--- src/rtl/fifo_rd_stream_adapter.sv ---
// Read-side adapter for async_fifo_top. It turns the FIFO's rd_en/empty/registered-dout
// interface into a valid/ready stream, using a 2-entry prefetch buffer.
//
// Handshake: a word moves downstream on every rclk edge where m_valid && m_ready.
// m_valid never depends combinationally on m_ready. Once m_valid is high it stays high,
// with m_data held stable, until that word is taken, flush is applied, or reset occurs.
module fifo_rd_stream_adapter #(
  parameter int WIDTH     = 8,
  parameter int CNT_WIDTH = 16
) (
  input  logic                 rclk,
  input  logic                 rrst_n,
  input  logic                 flush,
  input  logic                 fifo_empty,
  input  logic [WIDTH-1:0]     fifo_dout,
  output logic                 fifo_rd_en,
  output logic                 m_valid,
  input  logic                 m_ready,
  output logic [WIDTH-1:0]     m_data,
  output logic [CNT_WIDTH-1:0] word_cnt,
  output logic [1:0]           dbg_occ,
  output logic                 dbg_inflight
);

  logic [1:0]           r_occ;
  logic                 r_inflight;
  logic                 r_valid;
  logic [WIDTH-1:0]     r_buf0;
  logic [WIDTH-1:0]     r_buf1;
  logic [CNT_WIDTH-1:0] r_cnt;

  logic                 w_pop;
  logic [1:0]           w_occ_after_pop;
  logic [1:0]           w_occ_next;
  logic [2:0]           w_level;
  logic                 w_issue;

  assign w_pop           = r_valid & m_ready;
  assign w_occ_after_pop = r_occ - {1'b0, w_pop};
  assign w_occ_next      = w_occ_after_pop + {1'b0, r_inflight};

  // A read is issued only if its word is guaranteed a free slot when it arrives.
  assign w_level = {1'b0, r_occ} + {2'b00, r_inflight} - {2'b00, w_pop};
  assign w_issue = rrst_n & ~fifo_empty & ~flush & (w_level < 3'd2);

  always_ff @(posedge rclk or negedge rrst_n) begin
    if (!rrst_n) begin
      r_occ      <= 2'd0;
      r_inflight <= 1'b0;
      r_valid    <= 1'b0;
      r_buf0     <= '0;
      r_buf1     <= '0;
      r_cnt      <= '0;
    end else begin
      r_inflight <= w_issue;
      if (w_pop) begin
        r_cnt <= r_cnt + CNT_WIDTH'(1);
      end
      if (flush) begin
        r_occ   <= 2'd0;
        r_valid <= 1'b0;
      end else begin
        r_occ   <= w_occ_next;
        r_valid <= (w_occ_next != 2'd0);
        if (w_pop) begin
          r_buf0 <= r_buf1;
        end
        // The arrival goes to the first slot still free after this edge's pop.
        if (r_inflight) begin
          if (w_occ_after_pop == 2'd0) begin
            r_buf0 <= fifo_dout;
          end else begin
            r_buf1 <= fifo_dout;
          end
        end
      end
    end
  end

  assign fifo_rd_en   = w_issue;
  assign m_valid      = r_valid;
  assign m_data       = r_buf0;
  assign word_cnt     = r_cnt;
  assign dbg_occ      = r_occ;
  assign dbg_inflight = r_inflight;

endmodule

--- config.mk ---
export PLATFORM = sky130hd
export DESIGN_NAME = fifo_rd_stream_adapter
export DESIGN_NICKNAME = d
export VERILOG_FILES = /design/src/rtl/fifo_rd_stream_adapter.sv
export SDC_FILE = /design/constraint.sdc
export NUM_CORES = 1
export LEC_CHECK = 0
export CAP_MARGIN = 20
export CORE_ASPECT_RATIO = 0.75
export CORE_UTILIZATION = 32
export CTS_BUF_LIST = sky130_fd_sc_hd__clkbuf_16
export CTS_CLUSTER_SIZE = 25
export DETAILED_ROUTE_END_ITERATION = 8
export GPL_TIMING_DRIVEN = 0
export PLACE_DENSITY_LB_ADDON = 0.3
export SLEW_MARGIN = 20
export SYNTH_ARGS = -nofsm -noshare
export SYNTH_HDL_FRONTEND = slang
export SYNTH_SLANG_ARGS = --single-unit
--- constraint.sdc ---
create_clock -name rclk -period 2.63 [get_ports rclk]
set_clock_uncertainty 0.1 [all_clocks]
set_input_delay 0.3945 -clock rclk [delete_from_list [all_inputs] [get_ports rclk]]
set_output_delay 0.3945 -clock rclk [all_outputs]
set_load 0.02 [all_outputs]
; Word level (Yosys, flattened, before mapping)
; Cells that the tools add are included.
; W data, S select, Z words.
[totals]
out_inout_bits = 29
romBits = 0
word_cells = 27
ramBits = 0
in_bits = 13
mem_count = 0
ff_bits = 36
latch_bits = 0
[op_classes]
add_sub_neg = 5
reduce_logical = 3
eq_ne = 0
muxes = 5
bitwise = 7
mul = 0
shifts = 0
div_mod_pow = 0
n_lt_le_gt_ge = 1
[op_table]
columns = operator, count
row1 = $mux W8, 3
row2 = $add A16 B1 Y16 const B, 1
row3 = $and A1 B1 Y1, 4
row4 = $add A2 B1 Y3, 1
row5 = $lt A3 B2 Y1 const B, 1
row6 = $not A1 Y1, 3
row7 = $reduce_and A3 Y1, 1
row8 = $sub A3 B1 Y3, 1
row9 = $add A2 B1 Y2, 1
row10 = $logic_not A2 Y1, 1
row11 = $mux W2, 1
row12 = $reduce_bool A2 Y1, 1
row13 = $sub A2 B1 Y2, 1
row14 = $mux W1, 1

; Depth between registers and ports, before layout
[logic_depth]
depth_word = 5
mapped_depth = 6
mapped_depth_nobuf = 6

; Worst setup path before layout
; OpenSTA, ideal clock, no wires.
[synth_path]
path_type = register to output
from = register r_valid, in the netlist m_valid
to = output port fifo_rd_en
stages_incl_launch_ff = 7
setup_slack_ns = 0.012
arrival_time_ns = 2.124
cell_sequence = dfrtp_1 -> nand2_4 -> xnor2_1 -> nand2_1 -> fa_1 -> nand2_1 -> nor4_1
[synth_between]
elab_chain_cells = 4
[synth_rtl]
columns = element, line
row1 = from (decl), 27  ; logic r_valid;
row2 = from (signal assigned), 64  ; r_valid <= (w_occ_next != 2'd0);
row3 = $and A1 B1 Y1, 38  ; assign w_pop = r_valid & m_ready;
row4 = $sub A3 B1 Y3, 43  ; assign w_level = {1'b0, r_occ} + {2'b00, r_inflight} - {2'b00, w_pop};
row5 = $lt A3 B2 Y1, 44  ; assign w_issue = rrst_n & ~fifo_empty & ~flush & (w_level < 3'd2);
row6 = $and A1 B1 Y1, 44
row7 = to (decl), 16  ; output logic fifo_rd_en,
; No other way between the ends.

; Worst setup path in the final report
[layout_path]
from = register r_valid, in the netlist m_valid
to = register r_inflight, in the netlist dbg_inflight
[layout_between]
elab_chain_cells = 4
[layout_rtl]
columns = element, line
row1 = $and A1 B1 Y1, 38
row2 = $sub A3 B1 Y3, 43
row3 = $lt A3 B2 Y1, 44
row4 = $and A1 B1 Y1, 44
row5 = to (signal assigned), 55  ; r_inflight <= w_issue;
row6 = to (decl), 26  ; logic r_inflight;
; No other way between the ends.
; A chain may end at the register's enable or synchronous reset.

==> metrics.txt <==
final setup fails=0; Synth warnings=0; Final Util=0.499; outcome=finished clean; root buf cell=clkbuf_16; fin nets=205; period utilization=0.970; initial DRC count=51; GRT Total Usage=0.144; worst-case clock buffer depth=2; Post-synth top cells=36 x dfrtp_1, 15 x xnor2_1, 10 x nor2b_1, 9 x mux2_1, 9 x nand2_1; count of final max-slew check failures=0; die height=about 64 um; Worst Path Required=~2700 ps; Std-Cell Rows=22; Netlist cell types=30; grt total ovfl=0; Ports=42; EDFF count, synth=0; Area Growth Syn to Fin=48.4%; core area=~4900 um2; CTS tree=built; Final ANT Viol Nets=0; post-DP HPWL=2490 um; syn_nets=roughly 140; Cells after Synth=127; Final min period=2550 ps; Fmax=slightly below 400 MHz; ys async rst share=1.00; vias=between 1000 and 1500; global-route wire length before repair=approximately 6100 um; syn_area_per_cell=between 10 and 15 um2; initial antenna violation count=0; Design Power=roughly 0.0023 W; H-tree Lvls=2; synthesized area=around 1700 um2; Crit. End Element=flip-flop; worst rel slew slack=0.516; PwrDens=about 950 nW/um2; DRC=0; Clock Latency Late Sink=270 ps; CTS buffer count=5; DRT Pass-1 Iters=4; synthesized flop and latch total=36; initial core utilization=0.336; share of layout cells above drive strength 1=0.216; number of global-route vias before repair=roughly 1200; RD Place Congestion=0.777; Worst-Margin Slew=~730 ps; CP Launch Type=flip-flop; Static Leak=about 1.1 nW; crit path kind=flip-flop to flip-flop; vias per cell=between 4 and 5; Min Hold Slack=307 ps; antenna cells=0; Die Footprint=~5500 um2; Synth top area share=0.543; CP Data Arrival Time=2610 ps; clock-pin transition on the worst setup and hold timing paths=50 ps; Die X=between 80 and 90 um; Post-synth top flop=dfrtp_1; synth top area cells=dfrtp_1 54%, xnor2_1 7.9%, mux2_1 6.1%; most common cell in the netlist=dfrtp_1; largest net degree at the start of global routing=20; CP max FO=4; final wirelength=between 3000 and 4000 um; Hold Path Class=primary input to flip-flop; total clock sinks=36; Hold Fails Final Rpt=0; Worst VDD drop=approximately 0.39 mV; sequential fraction of the synthesis area=0.543; post-synth top area cell=dfrtp_1; port buffer count=40; maxcap violations=0; routed len/inst=approximately 14 um
-- stage by stage --
step	std cells	setup TNS [ps]	setup WS (ps)	cell area [um2]
2_1_floorplan	127	0	12.0	1660
3_3_place_gp	227	-1110	-1020	2130
3_5_place_dp	228	-730	-730	2160
4_1_cts	248	0	2.17	2410
6_report	250	0	79.7	2460
5_1_grt	250	-2.81	-2.81	2460
-- metal layers --
metal	up-vias	global-route usage	routed length (um)
met4	0	0.0381	29
met2	28	0.224	1680
met5	-	0	0
li1	565	-	-
met1	602	0.204	1740
met3	5	0.0310	127
-- cell type report --
class                      instances  area [um2]
timing repair buffer              55         527
sequential                        36         902
fill                             433        2470
inverter                           3        11.3
clock inverter                     3        38.8
buffer                             2        18.8
clock buffer                       5         125
tap                               60        75.1
multi-input combinational         86         762
-- cell families after synthesis --
kind of cell	after synthesis	share of synthesized area
simple gates	42	0.158
buf+inv	5	0.0181
flops	36	0.543
compound gates	12	0.0815
xor+xnor	20	0.110
fa+ha+maj	3	0.0272
mux	9	0.0611
-- worst max-delay path, stage by stage, from the launching register on --
cell     delay, ps
dfrtp_1        420
nand2_4        110
xnor2_2        110
nand2_1         90
fa_2           370
xor2_2         230
nor4_4          60
buf_4          140
buf_4          120
buf_4          120
buf_4          110
buf_4          120
buf_4          120
buf_4          110
buf_4          110
-- placed cells by master, fill, tap and decap left out, types with 2 or more instances in the layout --
| master | synthesis | layout |
|---|---|---|
| ha_1 | 2 | 2 |
| xnor2_2 | 1 | 2 |
| xor2_1 | 4 | 3 |
| clkbuf_16 | 0 | 5 |
| nor4_2 | 2 | 2 |
| clkdlybuf4s50_1 | 0 | 37 |
| inv_1 | 2 | 3 |
| nand4_1 | 3 | 3 |
| buf_4 | 1 | 15 |
| nor2b_1 | 10 | 10 |
| mux2_1 | 9 | 9 |
| dfrtp_1 | 36 | 35 |
| nand2_1 | 9 | 8 |
| xnor2_1 | 15 | 14 |
| nand3_1 | 4 | 4 |
| a221o_1 | 8 | 8 |
| nor2_1 | 6 | 6 |
-- worst paths after layout --
| path | start | to | slack [ps] | cells past startpoint |
|---|---|---|---|---|
| max | m_valid$_DFF_PN0_ | dbg_inflight$_DFF_PN0_ | 80 | 14 |
| min | flush | dbg_occ[1]$_DFF_PN0_ | 310 | 2 |
| max reg2reg | m_valid$_DFF_PN0_ | dbg_inflight$_DFF_PN0_ | 80 | 14 |
| min reg2reg | word_cnt[15]$_DFFE_PN0P_ | word_cnt[15]$_DFFE_PN0P_ | 370 | 1 |
| max in group asynchronous | rrst_n | word_cnt[5]$_DFFE_PN0P_ | 1450 | 3 |
| min in group asynchronous | rrst_n | r_buf1[1]$_DFFE_PN0P_ | 520 | 2 |
-- report_power, final --
| part | leakage [nW] | internal, W | switching [W] |
|---|---|---|---|
| Combinational | 0.532 | 0.000453 | 0.000396 |
| Clock | 0.0850 | 0.000441 | 0.000213 |
| Sequential | 0.473 | 0.000717 | 0.000125 |
| Total | 1.09 | 0.00161 | 0.000733 |
-- sequential cells by signal, indices dropped and copies added (netlist names) --
name          flops
m_data            8
dbg_inflight      1
dbg_occ           2
r_buf1            8
word_cnt         16
m_valid           1
-- timing repair --
action	CTS	global route
resized for setup	7	7
hold buffers	1	0
setup endpoints to repair	1	2
hold endpoints to repair	17	0
pin swaps	2	3
setup buffers	11	2
Power figures use the tool's default switching activity.
